**src/rtl/ooo_pkg.sv**
```systemverilog
// Shared front-end definitions for the out-of-order core.
// Holds fetch geometry constants and the fetch sequencer state encoding.
package ooo_pkg;

    localparam int unsigned FETCH_WIDTH = 4;
    localparam int unsigned PC_W        = 16;
    localparam int unsigned ROB_IDX_W   = 4;
    localparam int unsigned INSTR_BYTES = 2;

    typedef enum logic [1:0] {
        IDLE,
        RUN,
        REDIRECT
    } fetch_state_e;

endpackage

```
**src/rtl/fetch_grant_calc.sv**
```systemverilog
// Fetch grant: min(FETCH_WIDTH, ibuf_free, rob_free) and the matching
// thermometer lane mask.
module fetch_grant_calc #(
    parameter int unsigned FETCH_WIDTH = ooo_pkg::FETCH_WIDTH,
    parameter int unsigned ROB_IDX_W   = ooo_pkg::ROB_IDX_W
) (
    input  logic [2:0]             ibuf_free,
    input  logic [ROB_IDX_W:0]     rob_free,
    output logic [2:0]             grant,
    output logic [FETCH_WIDTH-1:0] lane_valid
);

    logic [7:0] min_v;

    // Compare at a common 8-bit width so operand widths never truncate.
    always_comb begin
        min_v = 8'(FETCH_WIDTH);
        if (8'(ibuf_free) < min_v) min_v = 8'(ibuf_free);
        if (8'(rob_free) < min_v)  min_v = 8'(rob_free);
        grant = 3'(min_v);
    end

    always_comb begin
        lane_valid = '0;
        for (int unsigned i = 0; i < FETCH_WIDTH; i++) begin
            lane_valid[i] = (i < 32'(grant));
        end
    end

endmodule

```
**src/rtl/fetch_sequencer.sv**
```systemverilog
// Front-of-fetch sequencer: issues up to FETCH_WIDTH sequential lane PCs per
// cycle, allocates ROB indices and applies branch-unit redirects.
module fetch_sequencer #(
    parameter int unsigned         FETCH_WIDTH = ooo_pkg::FETCH_WIDTH,
    parameter int unsigned         PC_W        = ooo_pkg::PC_W,
    parameter int unsigned         ROB_IDX_W   = ooo_pkg::ROB_IDX_W,
    parameter logic [PC_W-1:0]     RESET_PC    = '0
) (
    input  logic                   clk,
    input  logic                   rst,
    input  logic                   redirect_valid,
    input  logic [PC_W-1:0]        redirect_pc,
    input  logic [ROB_IDX_W-1:0]   redirect_rob_idx,
    input  logic [2:0]             ibuf_free,
    input  logic [ROB_IDX_W:0]     rob_free,
    input  logic                   icache_ready,
    output logic                   icache_req_valid,
    output logic [PC_W-1:0]        pc_to_icache [0:FETCH_WIDTH-1],
    output logic [FETCH_WIDTH-1:0] lane_valid,
    output logic                   fetch_valid,
    output logic [2:0]             fetch_count,
    output logic [ROB_IDX_W-1:0]   fetch_rob_base,
    output logic                   squash
);

    import ooo_pkg::*;

    fetch_state_e            state_q, state_d;
    logic [PC_W-1:0]         pc_q;
    logic [ROB_IDX_W-1:0]    rob_tail_q;
    logic [2:0]              grant;
    logic [FETCH_WIDTH-1:0]  grant_lanes;
    logic                    issue;

    fetch_grant_calc #(
        .FETCH_WIDTH (FETCH_WIDTH),
        .ROB_IDX_W   (ROB_IDX_W)
    ) u_grant (
        .ibuf_free  (ibuf_free),
        .rob_free   (rob_free),
        .grant      (grant),
        .lane_valid (grant_lanes)
    );

    always_ff @(posedge clk or posedge rst) begin
        if (rst) begin
            state_q <= IDLE;
        end else begin
            state_q <= state_d;
        end
    end

    always_comb begin
        state_d = state_q;
        case (state_q)
            IDLE:     state_d = RUN;
            RUN:      state_d = RUN;
            REDIRECT: state_d = RUN;
            default:  state_d = IDLE;
        endcase
        if (redirect_valid) state_d = REDIRECT;
    end

    // Redirect has priority: it withholds any request in its own cycle.
    always_comb begin
        issue            = (state_q == RUN) && icache_ready && (grant != '0) && !redirect_valid;
        icache_req_valid = issue;
        lane_valid       = issue ? grant_lanes : '0;
        squash           = redirect_valid && fetch_valid;
        for (int unsigned i = 0; i < FETCH_WIDTH; i++) begin
            pc_to_icache[i] = pc_q + PC_W'(i * INSTR_BYTES);
        end
    end

    always_ff @(posedge clk or posedge rst) begin
        if (rst) begin
            pc_q       <= RESET_PC;
            rob_tail_q <= '0;
        end else if (redirect_valid) begin
            pc_q       <= {redirect_pc[PC_W-1:1], 1'b0};
            rob_tail_q <= redirect_rob_idx;
        end else if (issue) begin
            pc_q       <= pc_q + PC_W'(INSTR_BYTES * 32'(grant));
            rob_tail_q <= rob_tail_q + ROB_IDX_W'(grant);
        end
    end

    // Response stage mirrors the one-cycle icache latency.
    always_ff @(posedge clk or posedge rst) begin
        if (rst) begin
            fetch_valid    <= 1'b0;
            fetch_count    <= '0;
            fetch_rob_base <= '0;
        end else if (redirect_valid) begin
            fetch_valid    <= 1'b0;
            fetch_count    <= '0;
        end else begin
            fetch_valid    <= issue;
            fetch_count    <= issue ? grant : '0;
            if (issue) fetch_rob_base <= rob_tail_q;
        end
    end

endmodule

```
**config.mk**
```make
export PLATFORM = sky130hd
export DESIGN_NAME = fetch_sequencer
export DESIGN_NICKNAME = d
export VERILOG_FILES = /design/src/rtl/ooo_pkg.sv /design/src/rtl/fetch_grant_calc.sv /design/src/rtl/fetch_sequencer.sv
export SDC_FILE = /design/constraint.sdc
export NUM_CORES = 1
export LEC_CHECK = 0
export ABC_CLOCK_PERIOD_IN_PS = 10720
export CAP_MARGIN = 20
export CORE_UTILIZATION = 47
export DETAILED_ROUTE_END_ITERATION = 7
export GPL_ROUTABILITY_DRIVEN = 0
export PLACE_DENSITY_LB_ADDON = 0.25
export SLEW_MARGIN = 5
export SYNTH_ARGS = -nofsm -noshare
export SYNTH_HDL_FRONTEND = slang
export SYNTH_SLANG_ARGS = --single-unit
```
**constraint.sdc**
```tcl
create_clock -name clk -period 10.72 [get_ports clk]
set_clock_uncertainty 0.2 [all_clocks]
set_input_delay 3.216 -clock clk [delete_from_list [all_inputs] [get_ports clk]]
set_output_delay 3.216 -clock clk [all_outputs]
set_load 0.02 [all_outputs]
```
==> results.md, run 1 <==
* Reg2reg path depth at 6
* Worst hold path type: reg -> reg
* Peak Freq at 103 MHz
* Clk sinks at 29
* Period utilization at roughly nine tenths
* Min Clock Period, post-route at around 9.7 ns
* IO buf count at 104
* Crit start category: input pin
* First-pass GRT wire length at 11,100 um
* Reg2reg start: pc_q[3]
* Slew Limit Fails at 0
* Hold path endpoint: state_q[0]
* Syn-to-layout area delta at 46.0%
* Final setup margin at between 1 and 1.5 ns
* Worst-path clk slew at 0.07 ns
* Worst-path maximum fanout at 10
* RSZ-0062 raised after global routing: no
* Crit path DAT at 6.25 ns
* CTS tree: yes
* Post-Synthesis Cells at between 200 and 300
* Core Rows at 26
* Xor/xnor share of the synthesized area at 15.4%
* Post-synthesis adder-cell area fraction at 7.44%
* Ant. Diodes at 0
* Synth cell types at 45
* Power consumption at roughly 470 uW
* Total GRT Usage at between 20 and 30%
* Synth Area in Simple Gates at roughly 20%
* Synth Warn # at 0
* Drt initial violations at 148
* Post CTS Setup Buffer Count at 0
* Synth Cell Area at 0.00256 mm^2
* # setup viols final at 0
* Routed wire length at about 7000 um
* Hpwl dp at around 5400 um
* R2R Setup Slk at approximately 8.0 ns
* Final net count at 429
* Die area at approximately 0.0057 mm^2
* I/O pins at 110
* Post-synth ARST share at 100%
* Number of buffers created by CTS at 5
* Hold path depth at 1
* DRC at 0
* Core ar. at about 0.0052 mm^2
* WS Path Type: in -> out
* CTS resizes at 0
* Crit. End Element: output pin
* Mapped Avg Cell Area at 8.75 um^2
* Average via count per standard cell at roughly 5.3
* Number of synthesized flops with an enable pin at 0
* Dominant synthesized flop cell: dfrtp_1
* Post-synthesis mux area share at under 10%
* Fraction of layout cells with a size suffix above 1 at around 7.3%
* Main combinational cell family by area after synthesis: simple AND/OR/NAND/NOR gates
* Initial core utilization at roughly half
* Max-slew headroom at 39.2%
* Status: completed
* Synth Area in Compound Gates at ~15%
* Wire per inst at roughly 15 um
* Placed cell count at between 400 and 500
* Power density cells at 125 mW/mm^2
* Pre-CTS WS at between 1 and 1.5 ns
* Root Driver: clkbuf_8
* Max-Cap Viols at 0
* Cts hold-fix bufs at 0
* Overall overflow remaining after global route at 0
* Fin cells at around 450
* Required time worst endpoint at roughly 7.3 ns
* Peak supply drop at 0.0000804 V
* Pre-antenna DRT Iters at 4
* Post-route ant nets at 0
* Static leakage at about 1.5 nW
* Clk buf depth at 2
* Slew @ Worst Pin at between 0.9 and 1 ns
* Setup tns final at 0 ns
* H-tree depth at 2
* Largest net degree at the start of global routing at 34
* Worst-Skew Late Latency at a little under 0.3 ns
* Sequential area share after synthesis at 28.4%
* Core Util, Final at between 70% and 80%
* Synthesized flop and latch total at 29
* Die X at about 76 um
* Hold path startpoint: state_q[1]
* R2r endpoint: pc_q[7]
* Via count at around 2,400
* Final Hold Vio Count at 0
* Initial antenna violation count at 0
* Vias in the first global route at around 2,300
* Die height at around 76 um
## cells in the final DEF, fill, tap and decap left out, types with 5 or more instances in the layout
cell             instances
clkbuf_8                 6
mux2i_1                 11
inv_1                   11
clkdlybuf4s50_1        104
dfrtp_1                 29
ha_1                    12
nor2b_1                  5
mux2_2                   6
nand4_1                  6
nor2_1                  19
o21ai_0                 11
nor3_1                   8
xor2_1                  15
nand2_1                 32
nand3_1                 14
a21oi_1                  5
and2_1                   7
xnor2_1                 30
## critical path, cell delays in order
cell and delay, ns:
clkdlybuf4s50_1 0.60, inv_1 0.09, ha_1 0.35, nand2_1 0.10
o211a_1 0.41, a2111oi_4 0.46, and3_1 0.25, o311a_1 0.16
clkdlybuf4s50_1 0.60
## sequential cells by signal, indices dropped and copies added, names as in the netlist
signal and flops:
fetch_valid 1, state_q 2, rob_tail_q 4, fetch_count 3, pc_q 15, fetch_rob_base 4
## stage by stage
step	instance area [um^2]	hold slack, ns
global route	3730	0.291
finish	3730	0.256
global placement	3580	0.235
CTS	3730	0.263
detailed placement	3610	0.254
floorplan	2570	0.226
## area by class of cell
| class | instances | area, um^2 |
|---|---|---|
| Clock inverter | 2 | 37.5 |
| Clock buffer | 6 | 82.6 |
| Fill cell | 399 | 1440 |
| Timing Repair Buffer | 108 | 1090 |
| Inverter | 11 | 41.3 |
| Multi-Input combinational cell | 228 | 1670 |
| Sequential cell | 29 | 726 |
| Tap cell | 70 | 87.6 |
## layer usage
| metal | up-vias | part of all wire [%] | GRT usage (%) | routed length, um |
|---|---|---|---|---|
| met5 | - | 0 | 0 | 0 |
| met3 | 7 | 5.7 | 4.10 | 399 |
| met4 | 0 | 1.2 | 8.23 | 87 |
| met1 | 1152 | 44 | 33.2 | 3090 |
| li1 | 1175 | - | - | - |
| met2 | 77 | 49 | 43.5 | 3430 |
## how the worst max path moves through the flow
| stage | slack [ns] | cells after the start | end | start |
|---|---|---|---|---|
| floorplan | 1.77 | 7 | lane_valid[2] | ibuf_free[2] |
| global placement | 1.09 | 9 | lane_valid[2] | ibuf_free[2] |
| detailed placement | 1.05 | 9 | lane_valid[2] | ibuf_free[2] |
| CTS | 1.04 | 9 | lane_valid[2] | ibuf_free[2] |
| global route | 0.84 | 9 | lane_valid[2] | ibuf_free[2] |
| finish | 1.06 | 9 | lane_valid[2] | ibuf_free[2] |
## cells in the mapped netlist (all sizes together) (2+ instances only)
cell	n	share of area, %
nand3b	2	0.59
ha	12	5.9
xor2	15	5.1
a21oi	5	0.98
nand2	32	4.7
fa	2	1.6
and2	7	1.7
mux2i	11	4.3
clkbuf	13	1.9
a211oi	3	1.3
and3	4	0.98
or3	2	0.49
nor3	9	2.0
a21o	4	1.2
nand4	6	1.5
buf	14	3.3
dfrtp	29	28
a2111oi	8	5.2
o21ai	13	2.7
nand3	14	2.7
inv	11	1.6
a22oi	4	1.2
nor2b	5	1.2
xnor2	30	10
nor2	19	2.8
mux2	6	2.6
## where the power goes
group	switching (mW)	total (mW)	internal (mW)	leakage (nW)
Sequential	0.0225	0.144	0.122	0.353
Combinational	0.101	0.201	0.0997	1.08
Clock	0.0455	0.121	0.0755	0.0574
## logic make-up (layout without fill, tap and decap cells)
family / count (synthesis) / after routing
AND/OR/NAND/NOR: 105 / 105
XOR/XNOR: 45 / 45
AO/OA/AOI/OAI: 43 / 43
buffers and inverters: 38 / 127
flip-flops: 29 / 29
multiplexers: 17 / 17
adder cells (fa/ha/maj): 14 / 14
other: 1 / 4
Note: power is estimated with default switching activity, not from simulation.
==> inputs of run 2 (changes only) <==
--- a/config.mk
+++ b/config.mk
@@ -7,8 +7,10 @@
 export LEC_CHECK = 0
 export ABC_CLOCK_PERIOD_IN_PS = 10720
 export CAP_MARGIN = 20
-export CORE_UTILIZATION = 47
+export CORE_ASPECT_RATIO = 0.9
+export CORE_UTILIZATION = 62
 export DETAILED_ROUTE_END_ITERATION = 7
+export DONT_BUFFER_PORTS = 1
 export GPL_ROUTABILITY_DRIVEN = 0
 export PLACE_DENSITY_LB_ADDON = 0.25
 export SLEW_MARGIN = 5
==> run 2 against run 1 <==
Effect of this change: register-to-register slack worse by 0.12 ns; via count shrank 17%; design area fell by 30%; global-route usage increased by 2.7 points; wire length down 17%; combinational power shrank 47%; sequential power increased by 10%; total power decreased by 22%; utilization shrank 3.6 points; critical path type unchanged; largest power group is now sequential cells.
==> results.md, run 2 (same netlist as run 1, synthesis figures left out) <==
* Status: completed
* Via count at between 2,000 and 2,500
* Worst-path clk slew at about 0.06 ns
* Required time worst endpoint at between 7 and 8 ns
* Peak supply drop at 0.000112 V
* CTS tree: yes
* Core ar. at 0.00384 mm^2
* I/O pins at between 100 and 150
* CP startpoint: ibuf_free[2]
* Largest Register: pc_q
* Final net count at 323
* Die area at around 0.0044 mm^2
* Commonest non-fill, non-tap cells in the layout: nand2_1 (32), xnor2_1 (30), dfrtp_1 (29)
* Overall overflow remaining after global route at 0
* Routed wire length at slightly below 6000 um
* Pre-antenna DRT Iters at 4
* DRC at 0
* Wire per inst at about 18 um
* Largest registers: pc_q: 15 flops, fetch_rob_base: 4 flops, rob_tail_q: 4 flops
* Syn-to-layout area delta at 2.84%
* CTS resizes at 0
* Largest net degree at the start of global routing at 48
* Min Clock Period, post-route at around 9 ns
* Slew @ Worst Pin at roughly 1.1 ns
* Hpwl dp at between 4000 and 5000 um
* Clk buf depth at 2
* Slew Limit Fails at 0
* Worst hold path type: reg -> reg
* Core Rows at 21
* CP delay by family, top: compound AO/OA/AOI/OAI gates
* Total GRT Usage at roughly 28%
* IO buf count at 0
* Drt initial violations at 105
* Max-Cap Viols at 0
* Core Util, Final at 68.5%
* Reg area at 726 um^2
* Power density cells at about 140 mW/mm^2
* Ant. Diodes at 0
* Die X at ~70 um
* Commonest non-fill, non-tap cell in the layout: nand2_1
* H-tree depth at 2
* Cts hold-fix bufs at 0
* Slowest cell on crit path: a2111oi_4
* Number of flip-flops under the largest register name at 15
* Crit start category: input pin
* Reg2reg start: pc_q[1]
* Worst-Skew Late Latency at 0.28 ns
* Period utilization at a little over four fifths
* Crit. End Element: output pin
* CP Cell Sequence: inv_1 > ha_1 > a2111oi_4 > o21ai_2 > a2111oi_4 > buf_4 > and3_1 > o311a_1
* Crit path DAT at 5.61 ns
* Hold slack at roughly 0.26 ns
* RSZ-0062 raised after global routing: no
* Most frequent CP cell: a2111oi_4
* Static leakage at roughly 1.1 nW
* Average via count per standard cell at ~6.2
* Clk sinks at 29
* Fraction of layout cells with a size suffix above 1 at a little under a tenth
* Vias in the first global route at roughly 2,000
* # setup viols final at 0
* Peak Freq at ~110 MHz
* Multi-input logic area at 0.00167 mm^2
* Initial core utilization at around two thirds
* Setup tns final at 0 ns
* Worst Path Buf+Inv at 2
* Worst-path maximum fanout at 17
* Initial antenna violation count at 0
* Die height at about 63 um
* Max-slew headroom at between 20% and 30%
* WS Path Type: in -> out
* Hold path startpoint: state_q[1]
* Number of fill cells at around 350
* Root Driver: clkbuf_8
* First-pass GRT wire length at about 10000 um
* Post-route ant nets at 0
* Number of buffers created by CTS at 5
* Final Hold Vio Count at 0
* Post CTS Setup Buffer Count at 0
* Crit-path max cell delay at around 0.39 ns
## run 2: metrics by stage
| step | worst slack [ns] | std cells | power, mW | instance area (um^2) |
|---|---|---|---|---|
| floorplan | 1.77 | 295 | 0.255 | 2570 |
| global placement | 1.74 | 315 | 0.263 | 2500 |
| detailed placement | 1.68 | 316 | 0.268 | 2530 |
| CTS | 1.68 | 324 | 0.366 | 2630 |
| global route | 1.50 | 324 | 0.385 | 2630 |
| finish | 1.69 | 324 | 0.364 | 2630 |
## run 2: per-layer routing
layer	wire length [um]	GRT usage (%)
met5	0	0
met4	84	8.00
met3	474	8.23
met2	2720	45.6
met1	2530	37.1
## run 2: worst paths after layout
check                      slack [ns]            end  depth (start not counted)
min                              0.26     state_q[0]                          1
max in group asynchronous        7.12        pc_q[5]                          2
min in group asynchronous        2.70     state_q[0]                          1
max                              1.69  lane_valid[2]                          8
max reg2reg                      7.92        pc_q[7]                          7
min reg2reg                      0.26     state_q[0]                          1
## run 2: area by class of cell
cell class | count | area share [%]
inverter | 11 | 1.57
clock buffer | 7 | 3.66
multi-input combinational | 228 | 63.4
timing repair buffer | 2 | 1.33
tap | 46 | 2.19
clock inverter | 1 | 0.190
sequential | 29 | 27.6
## run 2: worst reg2reg max path: stages (launching register included)
cell and delay (ns):
dfrtp_1 0.72, ha_1 0.30, fa_1 0.22, a21o_1 0.17, nand3_1 0.08, a211oi_1 0.66
mux2i_1 0.26, nand2_1 0.07
## run 2: where the power goes
group | internal (mW) | switching, mW | leakage [nW] | total [mW]
combinational | 0.0357 | 0.0710 | 0.666 | 0.107
sequential | 0.122 | 0.0376 | 0.353 | 0.159
clock | 0.0579 | 0.0406 | 0.0542 | 0.0985
